===== config.mk =====
export PLATFORM = sky130hd
export DESIGN_NAME = regfile_zflag
export DESIGN_NICKNAME = d
export VERILOG_FILES = /design/src/rtl/regfile_zflag.sv
export SDC_FILE = /design/constraint.sdc
export NUM_CORES = 1
export LEC_CHECK = 0
export CORE_MARGIN = 2
export CORE_UTILIZATION = 30
export CTS_CLUSTER_DIAMETER = 150
export CTS_CLUSTER_SIZE = 10
export DETAILED_ROUTE_END_ITERATION = 8
export GPL_ROUTABILITY_DRIVEN = 0
export PLACE_DENSITY = 0.51
export SYNTH_ARGS = -nofsm -noshare
export SYNTH_HDL_FRONTEND = slang
export SYNTH_SLANG_ARGS = --single-unit
export TNS_END_PERCENT = 100

===== constraint.sdc =====
create_clock -name clk -period 2.13 [get_ports clk]
set_input_delay 0.426 -clock clk [delete_from_list [all_inputs] [get_ports clk]]
set_output_delay 0.426 -clock clk [all_outputs]
set_load 0.03 [all_outputs]

===== src/rtl/regfile_zflag.sv =====
// Operand/state stage ahead of the 8-bit ALU: a 2R/1W register file with r0 tied
// to zero, plus the architectural zero flag and its one-deep save/restore slot.

module regfile_zflag_rdport #(
  parameter int NREG   = 16,
  parameter int BYPASS = 0,
  parameter int AW     = $clog2(NREG)
) (
  input  logic [NREG-1:0][7:0] regs_i,
  input  logic [AW-1:0]        ra_i,
  input  logic                 we_i,
  input  logic [AW-1:0]        wa_i,
  input  logic [7:0]           wd_i,
  output logic [7:0]           rd_o
);
  always_comb begin
    rd_o = regs_i[ra_i];
    // r0 wins over the forward path so a write to address 0 can never leak out
    if (ra_i == '0)
      rd_o = '0;
    else if ((BYPASS != 0) && we_i && (wa_i == ra_i))
      rd_o = wd_i;
  end
endmodule

module regfile_zflag #(
  parameter int NREG   = 16,
  parameter int BYPASS = 0,
  parameter int AW     = $clog2(NREG)
) (
  input  logic          clk,
  input  logic          reset,
  input  logic [AW-1:0] ra1,
  input  logic [AW-1:0] ra2,
  output logic [7:0]    rd1,
  output logic [7:0]    rd2,
  input  logic          we3,
  input  logic [AW-1:0] wa3,
  input  logic [7:0]    wd3,
  input  logic          zero_in,
  input  logic          we_zero,
  input  logic          save_flags,
  input  logic          restore_flags,
  output logic          zero_flag
);
  localparam int NRD = 2;

  logic [NREG-1:0][7:0] regs_q;
  logic                 zflag_q, zflag_d;
  logic                 shadow_q, shadow_d;

  logic [NRD-1:0][AW-1:0] ra;
  logic [NRD-1:0][7:0]    rd;

  assign ra  = {ra2, ra1};
  assign rd1 = rd[0];
  assign rd2 = rd[1];

  genvar g;
  generate
    for (g = 0; g < NRD; g++) begin : g_rd
      regfile_zflag_rdport #(.NREG(NREG), .BYPASS(BYPASS), .AW(AW)) u_rd (
        .regs_i (regs_q),
        .ra_i   (ra[g]),
        .we_i   (we3),
        .wa_i   (wa3),
        .wd_i   (wd3),
        .rd_o   (rd[g])
      );
    end
  endgenerate

  always_ff @(posedge clk) begin
    if (reset)
      regs_q <= '0;
    else if (we3 && (wa3 != '0))
      regs_q[wa3] <= wd3;
  end

  // Restore outranks a flag load; save always captures the pre-edge flag,
  // which makes save+restore a swap.
  always_comb begin
    zflag_d  = zflag_q;
    shadow_d = shadow_q;
    if (restore_flags)
      zflag_d = shadow_q;
    else if (we_zero)
      zflag_d = zero_in;
    if (save_flags)
      shadow_d = zflag_q;
  end

  always_ff @(posedge clk) begin
    if (reset) begin
      zflag_q  <= 1'b0;
      shadow_q <= 1'b0;
    end else begin
      zflag_q  <= zflag_d;
      shadow_q <= shadow_d;
    end
  end

  assign zero_flag = zflag_q;
endmodule


# Yosys cells after proc, flatten, opt, wreduce, memory -nomap -nowiden
# Cells that the tools add are included.
[word_totals] output_inout_bits=17 word_cells=39 regBits=130 input_bits=27
[classes] muxes=11 reduce_logical=6 n_lt_le_gt_ge=4
[op_table] cell="bitwise mux 128 bit" n=1
[op_table] cell="binary-select mux 8 bit (select 4 bit)" n=2
[op_table] cell="2-to-1 mux 8 bit" n=5
[op_table] cell="demux 8 bit (select 4 bit)" n=1
[op_table] cell="less-than comparator 4 x 5 -> 1 bit (second input constant)" n=3
[op_table] cell="logical NOT 4 bit" n=2
[op_table] cell="greater-or-equal comparator 4 x 1 -> 1 bit (second input constant)" n=1
[op_table] cell="nonzero test 4 bit" n=1
[op_table] cell="logical AND 1 bit" n=2
[op_table] cell="2-to-1 mux 1 bit" n=2
[op_table] cell="nonzero test 2 bit" n=1

# Depth between registers and ports, before layout
[depth] depth_word=5 depth_mapped=6 mapped_depth_nobuf=4

# Modules after synthesis
# From an unflattened synthesis, not the netlist that was laid out.
[hier_totals] hier_cells=625 area_unflattened_um2=7093.1
[by_module_without_submodules] module="regfile_zflag" seq_area_each_um2=2602.5 instances=1 cells_each=443 area_per_inst_um2=5026.1
[by_module_without_submodules] module="regfile_zflag_rdport" seq_area_each_um2=0.0 instances=2 cells_each=91 area_per_inst_um2=1033.5

# Worst setup path after synthesis
# Ideal clock, no wire load.
[synth_timing] kind="input port to output port" start="input port ra2[1]" end="output port rd2[0]" path_buffers=3 required_time_ps=1704 slack_ps=-295 arrival_ps=1999 path_stages=6 path_cell_list="buf_6 > buf_6 > buf_2 > and2b_1 > a221oi_1 > o31ai_1"
[synth_between] elab_chain_cells=3 elab_cells_between_ends=4 cone_classes="3 x mux; 1 x reduce/logical"
[synth_rtl] item="from (decl)" line="34" source="input logic [AW-1:0] ra2,"
[synth_rtl] item="binary-select mux 8 bit (select 4 bit)" line="17" source="rd_o = regs_i[ra_i];"
[synth_rtl] item="2-to-1 mux 8 bit (not written as such)" line="17"
[synth_rtl] item="2-to-1 mux 8 bit *" line="19" source="if (ra_i == '0)"
[synth_rtl] item="to (decl)" line="36" source="output logic [7:0] rd2,"
# Mark *: on every way between the ends. The rest lies on a longest branch, timed or not. The select of a mux whose other input is x is not followed.

# Worst setup path in the final report
[layout_timing] start="register regs_q[78] (netlist bit)" end="output port rd1[6]"
[layout_between] elab_chain_cells=3
[layout_rtl] item="from (decl)" line="48" source="logic [NREG-1:0][7:0] regs_q;"
[layout_rtl] item="from (signal, indexed assignment)" line="77" source="regs_q[wa3] <= wd3;"
[layout_rtl] item="binary-select mux 8 bit (select 4 bit)" line="17"
[layout_rtl] item="2-to-1 mux 8 bit (not written as such)" line="17"
[layout_rtl] item="2-to-1 mux 8 bit" line="19"
[layout_rtl] item="to (decl)" line="35" source="output logic [7:0] rd1,"
# Every way passes these cells. The select of a mux whose other input is x is not followed.

==> results.py <==
metrics = {
    "clock_tree": {
        "clock_sinks": 123,
        "htreeDepth": 4,
        "clk_pin_slew_ns": 0.06,
        "cts_buffer_depth": 2,
        "insertion_delay_ns": 0.41,
        "cts_root_buf": "clkbuf_16",
        "cts_tree": "yes",
        "cts-buffers-inserted": 17,
    },
    "floorplan": {
        "core_sq_mm": 0.0217,
        "initial_core_util_pct": 30.4,
        "rows": 54,
        "die_x_um": 152,
        "die_h_um": 152,
        "fp.dieArea_sq_mm": 0.0232,
        "ios": 44,
    },
    "worst_hold_path": {
        "hold_start": "reset",
        "hp-class": "primary input to flop",
        "hold_depth": 2,
        "min_to": "regs_q[86]",
    },
    "detailed_routing": {
        "drt_wl_total_um": 21300,
        "wl_per_cell_um": 19.9,
        "via_per_inst": 5.35,
        "dr.first_iter.drc_count": 328,
        "vias": 5742,
        "dr.pass1.iters": 5,
        "ant_nets": 0,
        "drc": 0,
    },
    "sta": {
        "final.min_clock_period_ns": 2.45,
        "drv_slew": 0,
        "rsz0062_at_grt": "yes",
        "finalHoldViolCount": 0,
        "clock_skew_ns": 0.0000682,
        "fin_crit_sh_pct": 115,
        "setup_violations": 16,
        "relSlewSlack_pct": 47.5,
        "max_freq_ghz": 0.409,
        "timing.hold.ws_ns": 0.433,
        "setup_ws_ns": -0.317,
        "worst_slew_pin_slew_ns": 0.784,
    },
    "layout": {
        "final_nets": 807,
        "diodes": 0,
        "utilization_pct": 42.7,
        "final_cells": 1073,
        "area_delta_synth_final_pct": 40.3,
        "nFillCells": 2012,
        "drive_above_1_share_pct": 39.0,
    },
    "pwr": {
        "ir_drop_uv": 519,
        "leakage_uw": 0.00378,
        "pwr_density_cell_mw_per_mm2": 635,
        "p_total_uw": 5880,
    },
    "global_route": {
        "grt_pass1_vias": 6034,
        "gr-total-overflow": 0,
        "antenna_found_initial": 0,
        "track_usage_pct": 18.6,
        "grt_max_degree": 47,
        "grt_pass1_wl_um": 34000,
    },
    "setup_path": {
        "reg2reg_from": "regs_q[35]",
        "worst_setup_path_start_kind": "flop",
        "setup.worst_path.end_class": "output port",
        "cp.arrival_ns": 2.02,
        "worstRegToRegCells": 4,
        "cp.required_ns": 1.70,
        "path_max_fanout": 2,
        "rr_endpoint": "regs_q[35]",
        "ff2ff_setup_slack_ns": 1.27,
        "critPathKind": "flop to output port",
    },
    "synth": {
        "synth_area_sq_mm": 0.00660,
        "synth_cell_types": 30,
        "yosysWarnings": 0,
        "postSynthAreaPerCell_sq_um": 9.62,
        "synth_seq_cells": 123,
        "synthCells": 686,
        "synth-seq-area-share_pct": 37.3,
        "syn_nets": 713,
    },
    "outcome": {
        "violations": "setup timing",
        "outcome": "finished with violations",
    },
    "placement": {
        "io_buffers": 43,
        "post-dp-hpwl_um": 14400,
        "placed_cells": 1028,
        "place_ws_ns": -1.08,
    },
    "flow_run": {
        "maxCapViolations": 0,
    },
}
## per-layer routing
metal / vias to the layer above / wire (um) / global-route usage (%)
met3: 32 / 892 / 3.87
met5: - / 0 / 0
met2: 146 / 11000 / 32.5
met1: 2869 / 9060 / 22.7
li1: 2695 / - / -
met4: 0 / 439 / 6.59
## power by group
group | switching, uW | leakage, uW | internal, uW | total, uW
Clock | 1060 | 0.000273 | 1660 | 2720
Sequential | 23.0 | 0.00101 | 2330 | 2360
Combinational | 437 | 0.00251 | 366 | 803
## worst max-delay path, stage by stage (launching register included)
cell and delay (ns):
dfxtp_2 0.33, buf_6 0.11, mux2_4 0.26, o221a_4 0.26
a21o_1 0.15, a221o_2 0.35, buf_6 0.15
## flip-flops by register name (all words and copies together) (netlist names)
register   count
regs_q       121
shadow_q       1
zero_flag      1
## synthesized netlist by cell type
master	count	area, sq um
a21o_1	2	15.0
a21oi_1	73	365
a221o_1	2	20.0
a221oi_1	14	123
a31oi_1	2	12.5
and2b_1	2	15.0
and3_1	3	18.8
and3b_1	2	17.5
buf_1	3	11.3
buf_2	16	80.1
buf_4	2	15.0
buf_6	4	45.0
clkbuf_1	41	154
dfxtp_1	123	2460
mux2_2	32	360
mux2i_1	54	541
mux4_1	21	552
mux4_2	25	563
nand2_1	87	327
nand2b_1	5	31.3
nand3_1	1	5.00
nand3b_1	3	22.5
nor2_1	62	233
nor2b_1	15	93.8
nor3b_1	1	7.51
o21ai_0	70	350
o21bai_1	2	15.0
o221a_2	2	22.5
o31ai_1	14	105
or3_1	3	18.8
## cell usage in the layout (no fill, tap or decap), drive strengths merged, types with 2 or more instances in the layout
cell           count
dfxtp            123
buf              117
nand2             87
a21oi             73
o21ai             70
nor2              62
mux2i             54
mux4              46
mux2              32
clkbuf            21
clkdlybuf4s50     18
nor2b             15
o31ai             14
a221oi            14
clkinv             8
nand2b             5
and3               3
nand3b             3
or3                3
clkdlybuf4s15      3
o221a              2
a31oi              2
and3b              2
o21bai             2
a21o               2
a221o              2
and2b              2
clkinvlp           2
bufbuf             2
## worst max-delay path by stage
stage / end / slack (ns) / startpoint / depth (start not counted)
floorplan: rd2[0] / -0.09 / ra2[1] / 6
global placement: rd2[6] / -1.02 / ra2[2] / 6
detailed placement: rd2[6] / -1.08 / ra2[2] / 6
CTS: rd1[6] / -0.32 / regs_q[78] / 6
global route: rd1[6] / -0.34 / regs_q[78] / 6
finish: rd1[6] / -0.32 / regs_q[78] / 6
## logic make-up after synthesis
family	Yosys count	synth area share (%)
AOI/OAI and AO/OA	181	15.6
buffers and inverters	66	4.62
DFF	123	37.3
muxes	132	30.5
and+or+nand+nor	184	12.0
## stage by stage
step	instance area (sq um)	setup TNS, ns
CTS	9090	-2.90
global placement	8020	-10.92
detailed placement	8020	-11.64
floorplan	6770	-0.120
global route	9260	-3.36
finish	9260	-2.65
## what timing repair did
item | in CTS | in global routing
pin swaps | 5 | 1
endpoints found under the setup margin | 16 | 16
hold buffers | 0 | 0
endpoints found under the hold margin | 0 | 0
resized for setup | 192 | 42
buffers inserted | 7 | 1
cloned | 5 | 0
## layout make-up
cell class | count | area (sq um) | share of cell area, %
multi-input combinational | 497 | 4310 | 46.6
clock buffer | 21 | 460 | 4.97
timing repair buffer | 141 | 1550 | 16.7
tap | 280 | 350 | 3.78
sequential | 123 | 2490 | 26.9
clock inverter | 11 | 96.3 | 1.04
Power figures use the tool's default switching activity.
